--- src/rtl/fetch_stage_pkg.sv ---
// Shared fetch-side constants: PC step, reset PC default and instruction field widths.
// The field widths mirror the datapath's ALU_* decode and fix the default instruction width.
package fetch_stage_pkg;

    localparam int unsigned PC_STEP          = 4;
    localparam logic [31:0] RESET_PC_DEFAULT = 32'h0000_0000;

    localparam int unsigned OPCODE_W = 6;
    localparam int unsigned REG_W    = 5;
    localparam int unsigned SHAMT_W  = 5;
    localparam int unsigned FUNCT_W  = 6;
    localparam int unsigned INSTR_W  = OPCODE_W + 3 * REG_W + SHAMT_W + FUNCT_W;

endpackage

--- src/rtl/fetch_fifo.sv ---
// Prefetch buffer: synchronous FIFO with flush, simultaneous push/pop and registered storage.
// Head entry is read straight from storage, so the consumer never sees a comb path from push_data.
module fetch_fifo #(
    parameter int unsigned WIDTH = 64,
    parameter int unsigned DEPTH = 2
) (
    input  logic                     clk,
    input  logic                     rst_n,
    input  logic                     flush,
    input  logic                     push,
    input  logic [WIDTH-1:0]         push_data,
    input  logic                     pop,
    output logic [WIDTH-1:0]         pop_data,
    output logic                     full,
    output logic                     empty,
    output logic [$clog2(DEPTH):0]   count
);

    localparam int unsigned AW      = $clog2(DEPTH);
    localparam logic [AW:0] DEPTH_C = (AW+1)'(DEPTH);

    logic [WIDTH-1:0] mem_q [DEPTH];
    logic [WIDTH-1:0] mem_d [DEPTH];
    logic [AW-1:0]    wr_ptr_q, wr_ptr_d;
    logic [AW-1:0]    rd_ptr_q, rd_ptr_d;
    logic [AW:0]      count_q, count_d;
    logic             do_push, do_pop;

    // A full FIFO still accepts a push when the head leaves in the same cycle.
    assign do_pop  = pop && (count_q != '0);
    assign do_push = push && ((count_q != DEPTH_C) || do_pop);

    always_comb begin
        mem_d    = mem_q;
        wr_ptr_d = wr_ptr_q;
        rd_ptr_d = rd_ptr_q;
        count_d  = count_q;
        if (flush) begin
            wr_ptr_d = '0;
            rd_ptr_d = '0;
            count_d  = '0;
        end else begin
            if (do_push) begin
                mem_d[wr_ptr_q] = push_data;
                wr_ptr_d        = wr_ptr_q + AW'(1);
            end
            if (do_pop) begin
                rd_ptr_d = rd_ptr_q + AW'(1);
            end
            count_d = count_q + (AW+1)'(do_push) - (AW+1)'(do_pop);
        end
    end

    always_ff @(posedge clk or negedge rst_n) begin
        if (!rst_n) begin
            mem_q    <= '{default: '0};
            wr_ptr_q <= '0;
            rd_ptr_q <= '0;
            count_q  <= '0;
        end else begin
            mem_q    <= mem_d;
            wr_ptr_q <= wr_ptr_d;
            rd_ptr_q <= rd_ptr_d;
            count_q  <= count_d;
        end
    end

    assign pop_data = mem_q[rd_ptr_q];
    assign full     = (count_q == DEPTH_C);
    assign empty    = (count_q == '0);
    assign count    = count_q;

endmodule

--- src/rtl/fetch_stage.sv ---
// Instruction-fetch front end: owns the fetch PC, issues credit-limited reads to a
// 1-cycle instruction memory, buffers returns and hands {instr, pc, pc+4} to decode.
module fetch_stage
    import fetch_stage_pkg::*;
#(
    parameter int unsigned          WORD_SIZE  = INSTR_W,
    parameter int unsigned          ADDR_BITS  = 8,
    parameter int unsigned          FIFO_DEPTH = 2,
    parameter logic [WORD_SIZE-1:0] RESET_PC   = WORD_SIZE'(RESET_PC_DEFAULT)
) (
    input  logic                 clk,
    input  logic                 rst,
    output logic                 imem_req,
    output logic [ADDR_BITS-1:0] imem_addr,
    input  logic [WORD_SIZE-1:0] imem_rdata,
    input  logic                 redirect_valid,
    input  logic [WORD_SIZE-1:0] redirect_pc,
    output logic                 out_valid,
    input  logic                 out_ready,
    output logic [WORD_SIZE-1:0] out_instr,
    output logic [WORD_SIZE-1:0] out_pc,
    output logic [WORD_SIZE-1:0] out_pc_plus4,
    output logic [WORD_SIZE-1:0] instr_count
);

    localparam int unsigned CW       = $clog2(FIFO_DEPTH) + 1;
    localparam logic [CW:0] DEPTH_C  = (CW+1)'(FIFO_DEPTH);

    logic [WORD_SIZE-1:0]   fetch_pc_q, fetch_pc_d;
    logic [WORD_SIZE-1:0]   pc_inflight_q, pc_inflight_d;
    logic [WORD_SIZE-1:0]   instr_count_q, instr_count_d;
    logic                   inflight_q, inflight_d;
    logic                   fire, fifo_push, fifo_full, fifo_empty;
    logic [CW-1:0]          fifo_count;
    logic [2*WORD_SIZE-1:0] head;
    logic [CW:0]            level, limit;
    logic [WORD_SIZE-1:0]   redirect_target;

    assign redirect_target = redirect_pc & ~WORD_SIZE'(3);
    assign out_valid       = !fifo_empty;
    assign fire            = out_valid && out_ready;
    assign fifo_push       = inflight_q && !redirect_valid;
    assign imem_addr       = fetch_pc_q[ADDR_BITS+1:2];

    // Credit: buffered + in-flight words, less the one leaving now, must stay below depth.
    always_comb begin
        level         = {1'b0, fifo_count} + (CW+1)'(inflight_q);
        limit         = DEPTH_C + (CW+1)'(fire);
        imem_req      = rst && !redirect_valid && !(fifo_full && !fire) && (level < limit);
        fetch_pc_d    = fetch_pc_q;
        pc_inflight_d = pc_inflight_q;
        inflight_d    = imem_req;
        instr_count_d = instr_count_q + WORD_SIZE'(fire);
        if (redirect_valid) begin
            fetch_pc_d = redirect_target;
        end else if (imem_req) begin
            pc_inflight_d = fetch_pc_q;
            fetch_pc_d    = fetch_pc_q + WORD_SIZE'(PC_STEP);
        end
    end

    always_ff @(posedge clk or negedge rst) begin
        if (!rst) begin
            fetch_pc_q    <= {RESET_PC[WORD_SIZE-1:2], 2'b00};
            pc_inflight_q <= '0;
            instr_count_q <= '0;
            inflight_q    <= 1'b0;
        end else begin
            fetch_pc_q    <= fetch_pc_d;
            pc_inflight_q <= pc_inflight_d;
            instr_count_q <= instr_count_d;
            inflight_q    <= inflight_d;
        end
    end

    fetch_fifo #(
        .WIDTH (2 * WORD_SIZE),
        .DEPTH (FIFO_DEPTH)
    ) u_fifo (
        .clk       (clk),
        .rst_n     (rst),
        .flush     (redirect_valid),
        .push      (fifo_push),
        .push_data ({imem_rdata, pc_inflight_q}),
        .pop       (fire),
        .pop_data  (head),
        .full      (fifo_full),
        .empty     (fifo_empty),
        .count     (fifo_count)
    );

    assign out_instr    = out_valid ? head[2*WORD_SIZE-1:WORD_SIZE] : '0;
    assign out_pc       = out_valid ? head[WORD_SIZE-1:0] : '0;
    assign out_pc_plus4 = out_valid ? head[WORD_SIZE-1:0] + WORD_SIZE'(PC_STEP) : '0;
    assign instr_count  = instr_count_q;

endmodule

--- config.mk ---
export PLATFORM = sky130hd
export DESIGN_NAME = fetch_stage
export DESIGN_NICKNAME = d
export VERILOG_FILES = /design/src/rtl/fetch_stage_pkg.sv /design/src/rtl/fetch_fifo.sv /design/src/rtl/fetch_stage.sv
export SDC_FILE = /design/constraint.sdc
export NUM_CORES = 1
export LEC_CHECK = 0
export BUFFER_PORTS_ARGS = -buffer_cell sky130_fd_sc_hd__buf_2
export CAP_MARGIN = 20
export CORE_MARGIN = 5
export CORE_UTILIZATION = 55
export DETAILED_ROUTE_END_ITERATION = 8
export GPL_TIMING_DRIVEN = 1
export MAX_ROUTING_LAYER = met4
export PLACE_DENSITY = 0.91
export RECOVER_POWER = 50
export SYNTH_ARGS = -nofsm -noshare
export SYNTH_HDL_FRONTEND = slang
export SYNTH_SLANG_ARGS = --single-unit
--- constraint.sdc ---
create_clock -name clk -period 4.11 [get_ports clk]
set_clock_uncertainty 0.05 [all_clocks]
set_input_delay 0.822 -clock clk [delete_from_list [all_inputs] [get_ports clk]]
set_output_delay 0.822 -clock clk [all_outputs]
set_load 0.005 [all_outputs]
==> metrics.txt, run 1 <==
DIE AREA=0.0234 mm2; Ports=206; core area=0.0202 mm2; Worst R2R Path Depth=5; clk sinks=221; Hold Fails Final Rpt=0; RSZ-0062 raised after global routing=no; # H-tree levels=1; sequential fraction of the synthesis area=49.1%; Synth Warn #=0; ys flop type=dfrtp_1; Final ANT Viol Nets=0; gpl congestion=0.941; Hold WC Path Type=register to register; vias=8533; Final HPWL DP=18700 um; CP required=3.24 ns; Crit. path cell count=8; Avg Cell Area, Syn=11.3 um2; Root Buffer=clkbuf_16; wirelength, routed=26800 um; Seq cells post-synth=221; Mapped Area=0.0113 mm2; ys async rst share=100%; Cells after DPL=1418; Nets=1250; Startpoint Class=register; slew margin rel.=-33.9%; Peak VDD IR=473 uV; Slew @ Worst Pin=2.01 ns; Via density=5.85; initial DRC count=485; DR WL/cell=18.4 um; DP Area=0.0124 mm2; layout cell share with drive strength beyond 1=33.7%; hold path cells=1; # hold bufs at CTS=0; Final Slew Violations=214; critical path's largest stage delay=0.62 ns; WP data arrival=3.07 ns; Clock Latency Late Sink=0.50 ns; Initial Utilization=55.8%; final setup TNS=0 ns; Top Family by Delay on Critical Path=multiplexers; clock-pin slew on the worst setup and hold paths=0.06 ns; # port buffers=199; Layout fillers=1504; violated checks=max-capacitance violations, max-slew violations; Leakage=6.01 nW; Min Clock Period, post-route=3.95 ns; Tot GR Track Use=22.8%; initial antenna violation count=0; Final Core Density=65.2%; DIE HEIGHT=153 um; pwr/cell area=696 mW/mm2; crit path max-delay cell type=dfrtp_4; antenna cells=0; CP Capture Type=primary output; TritonCTS buffer count=23; CP bufs+invs=2; Syn Inst Count=996; grt ovf=0; largest net degree at the start of global routing=151; post-synth cell types=66; die span in x=153 um; count of final setup violators=0; WS Path Type=register to primary output; max_cap viols=2; first-pass GRT wire length=43700 um; sequence of cells on the critical path=mux2_2 > ha_1 > inv_1 > a211oi_4 > nand3_2 > nor4_2 > mux2_1 > buf_2; Non-Filler Instances=1459; Cell Rows=52; design area=0.0131 mm2; crit path max fanout=23; status=finished with violations; Final period util=96.0%; WHS=0.431 ns; Post-synth EDFFs=0; worst-case clock buffer depth=3; CTS tree=yes; drt drc=0; area grow syn2layout=16.8%; First-pass DRT Iterations=5; FMAX=253 MHz; number of global-route vias before repair=8498
[path summary, 6_finish.rpt]
kind / endpoint / startpoint / slack (ns)
setup reg to reg: u_fifo.mem_q[99]$_DFFE_PN0P_ / u_fifo.count[0]$_DFF_PN0_ / 1.09
max in group asynchronous: instr_count[16]$_DFF_PN0_ / rst / 1.04
setup / recovery: out_pc_plus4[26] / u_fifo.rd_ptr_q$_DFFE_PN0P_ / 0.16
min in group asynchronous: fetch_pc_q[5]$_DFFE_PN0P_ / rst / 0.90
hold / removal: instr_count[31]$_DFF_PN0_ / instr_count[31]$_DFF_PN0_ / 0.43
hold reg to reg: instr_count[31]$_DFF_PN0_ / instr_count[31]$_DFF_PN0_ / 0.43
[power by group]
part           leakage (nW)  total (mW)  switching, mW  internal (mW)
Clock                 0.364        2.04          0.821           1.22
Combinational          2.88        3.43           1.77           1.67
Sequential             2.77        3.67          0.699           2.97
[repair_timing]
| action | 4_1_cts | 5_1_grt |
|---|---|---|
| setup buffers | 1 | 0 |
| setup endpoints to repair | 3 | 2 |
| resized for setup | 0 | 2 |
[flip-flops by register name, indices dropped and copies added, names as in the netlist]
| register | count |
|---|---|
| fetch_pc_q | 30 |
| inflight_q | 1 |
| instr_count | 32 |
| pc_inflight_q | 30 |
| u_fifo.count | 2 |
| u_fifo.mem_q | 124 |
| u_fifo.rd_ptr_q | 1 |
| u_fifo.wr_ptr_q | 1 |
[cells in the final DEF, fill, tap and decap left out, types with 18 or more instances in the layout]
cell and instances:
dfrtp_1 220, mux2i_1 57, nand4_1 24, xor2_1 18
buf_2 175, nand2_1 64, clkbuf_16 23, clkbuf_1 27
nand3_1 33, mux2_2 155, o21ai_0 26, xnor2_1 43
nor2_1 104
[final cells by class]
| type | instances | area, um2 | area share (%) |
|---|---|---|---|
| flip-flops and latches | 221 | 5530 | 42.1 |
| multi-input cells | 704 | 5370 | 40.9 |
| repair buffers | 212 | 1100 | 8.40 |
| clock buffers | 30 | 642 | 4.88 |
| well taps | 270 | 338 | 2.57 |
| clock inverters | 10 | 108 | 0.819 |
| inverters | 12 | 45.0 | 0.343 |
[worst reg2reg max path, cell delays in order, from the launching register on]
cell and delay (ns):
dfrtp_1 0.45, nand2b_1 0.21, o21ai_0 0.53, nor3_4 0.05, clkbuf_2 0.92, mux2_2 0.70
[stage by stage]
step	total power, mW	setup slack [ns]
final	9.15	0.165
after global routing	9.69	0.0531
after CTS	9.20	0.163
after detailed placement	7.09	0.480
after global placement	6.86	0.513
after floorplan	5.85	0.707
[per-layer routing]
layer	up-vias	GRT usage [%]	part of all wire, %
li1	3913	-	-
met1	4222	28.5	41
met3	73	3.51	5.7
met4	0	9.84	4.3
met5	-	-	0
met2	325	37.1	48
[logic make-up after synthesis]
logic type | synth area share (%)
other | 0.0333
flip-flops | 49.1
AO/OA/AOI/OAI | 5.45
AND/OR/NAND/NOR | 15.3
buffers and inverters | 3.37
adder cells (fa/ha/maj) | 0.889
multiplexers | 21.1
XOR/XNOR | 4.75
[synthesized netlist by cell type (6+ instances only)]
cell	number	area share [%]
a21oi_1	9	0.40
a31oi_1	12	0.67
and2_1	9	0.50
and3_1	6	0.33
and4_1	8	0.62
buf_2	21	0.93
buf_4	14	0.93
clkbuf_1	23	0.77
dfrtp_1	221	49
ha_1	8	0.89
inv_1	12	0.40
mux2_2	155	16
mux2i_1	57	5.1
nand2_1	65	2.2
nand3_1	34	1.5
nand4_1	24	1.3
nor2_1	105	3.5
nor3_1	15	0.67
nor4_1	15	0.83
o21ai_0	25	1.1
o31ai_1	9	0.60
or4_1	7	0.47
xnor2_1	43	3.3
xor2_1	18	1.4
No activity file was read; power rests on OpenSTA's default activity.
==> inputs of run 2 (changes only) <==
--- a/config.mk
+++ b/config.mk
@@ -9,11 +9,11 @@
 export CAP_MARGIN = 20
 export CORE_MARGIN = 5
 export CORE_UTILIZATION = 55
+export CTS_CLUSTER_SIZE = 12
 export DETAILED_ROUTE_END_ITERATION = 8
 export GPL_TIMING_DRIVEN = 1
 export MAX_ROUTING_LAYER = met4
 export PLACE_DENSITY = 0.91
-export RECOVER_POWER = 50
 export SYNTH_ARGS = -nofsm -noshare
 export SYNTH_HDL_FRONTEND = slang
 export SYNTH_SLANG_ARGS = --single-unit
==> metrics.txt, run 2 (synthesized netlist as in run 1, its figures left out) <==
status=finished, final reports clean (was finished with violations); Tot Pwr=8.92 mW (was 9.15 mW); number of global-route vias before repair=8571 (was 8498); Final Slew Violations=0 (was 214); WS Path Type=register to primary output (unchanged); Cell Rows=52 (unchanged); initial DRC count=402 (was 485); antenna cells=0 (unchanged); initial antenna violation count=0 (unchanged); grt ovf=0 (unchanged); CP bufs+invs=2 (unchanged); most common cell after layout, fill and taps aside=dfrtp_1 (unchanged); max_cap viols=0 (was 2); max reg flops=124 (unchanged); Clock Latency Late Sink=0.50 ns (about the same); DR WL/cell=18.5 um (was 18.4 um); first-pass GRT wire length=43800 um (was 43700 um); Sw Ratio=36.3% (was 35.9%); Final period util=96.1% (was 96.0%); die span in x=153 um (unchanged); WP data arrival=3.08 ns (was 3.07 ns); Largest Register=u_fifo.mem_q (unchanged); CP startpoint=u_fifo.rd_ptr_q$_DFFE_PN0P_ (unchanged); sequence of cells on the critical path=mux2_2 > ha_1 > inv_1 > a211oi_4 > nand3_2 > nor4_2 > mux2_1 > buf_2 (unchanged); largest net degree at the start of global routing=151 (unchanged); Hold WC Path Type=input pin to async pin (was register to register); Clk network pwr share=20.3% (was 22.3%); TritonCTS buffer count=23 (unchanged); pwr/cell area=682 mW/mm2 (was 696 mW/mm2); Final Core Density=64.9% (was 65.2%); Top Family by Delay on Critical Path=multiplexers (unchanged); core area=0.0202 mm2 (unchanged); slew margin rel.=37.1% (was -33.9%); # port buffers=199 (unchanged); Initial Utilization=55.8% (unchanged); # H-tree levels=1 (unchanged); FMAX=253 MHz (about the same); Leakage=6.07 nW (was 6.01 nW); Slew @ Worst Pin=0.944 ns (was 2.01 ns); DIE AREA=0.0234 mm2 (unchanged); Final HPWL DP=18700 um (unchanged); logic gate share of total power=38.5% (was 37.5%); critical path's largest stage delay=0.62 ns (about the same); most frequent cells in the layout=dfrtp_1 (220), buf_2 (198), mux2_2 (155) (was dfrtp_1 (220), buf_2 (175), mux2_2 (155)); Switch Pwr=3.24 mW (was 3.29 mW); Tot GR Track Use=22.9% (was 22.8%); drt drc=0 (unchanged); DIE HEIGHT=153 um (unchanged); CP required=3.24 ns (about the same); Startpoint Class=register (unchanged); layout cell share with drive strength beyond 1=35.2% (was 33.7%); worst-case clock buffer depth=3 (unchanged); CP Capture Type=primary output (unchanged); final setup TNS=0 ns (unchanged); clock-pin slew on the worst setup and hold paths=0.06 ns (about the same); RSZ-0062 raised after global routing=no (unchanged); Ports=206 (unchanged); wirelength, routed=26800 um (about the same); count of final setup violators=0 (unchanged); Min Clock Period, post-route=3.95 ns (about the same); Hold Fails Final Rpt=0 (unchanged); Via density=5.87 (was 5.85); crit path max-delay cell type=dfrtp_4 (unchanged); Nets=1250 (unchanged); Peak VDD IR=539 uV (was 473 uV); Root Buffer=clkbuf_16 (unchanged); Placement Setup Slack=0.480 ns (unchanged); CTS tree=yes (unchanged); vias=8526 (was 8533); Final ANT Viol Nets=0 (unchanged); crit path max fanout=23 (unchanged); post-route setup slack=0.160 ns (was 0.165 ns); First-pass DRT Iterations=5 (unchanged); Flop pwr share=41.2% (was 40.1%); Critical R2R Launch=u_fifo.count[0]$_DFF_PN0_ (unchanged); clk sinks=221 (unchanged); Internal Power=5.68 mW (was 5.86 mW); area grow syn2layout=16.2% (was 16.8%); gpl congestion=0.941 (unchanged)
## run 2: changes by cell type in the layout (fill, tap and decap cells not counted), sizes merged
cell	previous run	this run
clkinvlp	3	0
buf	185	212
clkbuf	57	30
bufinv	2	0
clkinv	5	4
## run 2: final cells by class
| class | instances | area [um2] |
|---|---|---|
| fillers | 1495 | 7090 |
| flip-flops and latches | 221 | 5530 |
| multi-input cells | 704 | 5380 |
| repair buffers | 212 | 1150 |
| clock buffers | 30 | 612 |
| well taps | 270 | 338 |
| inverters | 12 | 45.0 |
| clock inverters | 4 | 20.0 |
## run 2: path summary, 6_finish.rpt
| kind | end | slack (ns) | cells past startpoint |
|---|---|---|---|
| max in group asynchronous | instr_count[15]$_DFF_PN0_ | 2.22 | 3 |
| hold reg to reg | instr_count[31]$_DFF_PN0_ | 0.43 | 1 |
| setup reg to reg | pc_inflight_q[13]$_DFFE_PN0P_ | 1.11 | 8 |
| hold / removal | fetch_pc_q[8]$_DFFE_PN0P_ | 0.37 | 2 |
| min in group clk | instr_count[31]$_DFF_PN0_ | 0.43 | 1 |
| setup / recovery | out_pc_plus4[26] | 0.16 | 8 |
## run 2: power by group through the flow
stage / sequential [mW] / clock, mW / combinational [mW]
finish: 3.67 / 1.81 / 3.44
global route: 3.76 / 1.94 / 3.76
CTS: 3.65 / 1.85 / 3.46
detailed placement: 3.70 / 0 / 3.38
global placement: 3.62 / 0 / 3.24
floorplan: 3.41 / 0 / 2.44
## run 2: metal layers
layer / GRT usage [%] / up-vias / wire [um]
li1: - / 3914 / -
met1: 28.6 / 4178 / 11100
met2: 37.0 / 342 / 12800
met3: 3.70 / 92 / 1680
met4: 10.1 / 0 / 1290
met5: - / - / 0
## run 2: through the flow
stage	area (um2)	hold WS [ns]	cells
after floorplan	11300	0.415	999
after global placement	12400	0.414	1418
after detailed placement	12400	0.419	1418
after CTS	13100	0.427	1453
after global routing	13100	0.431	1453
final	13100	0.366	1453
## run 2: what timing repair did
item / CTS / global route
setup endpoints to repair: 3 / 2
hold buffers: 0 / 0
setup buffers: 1 / 0
gates resized for setup: 0 / 2
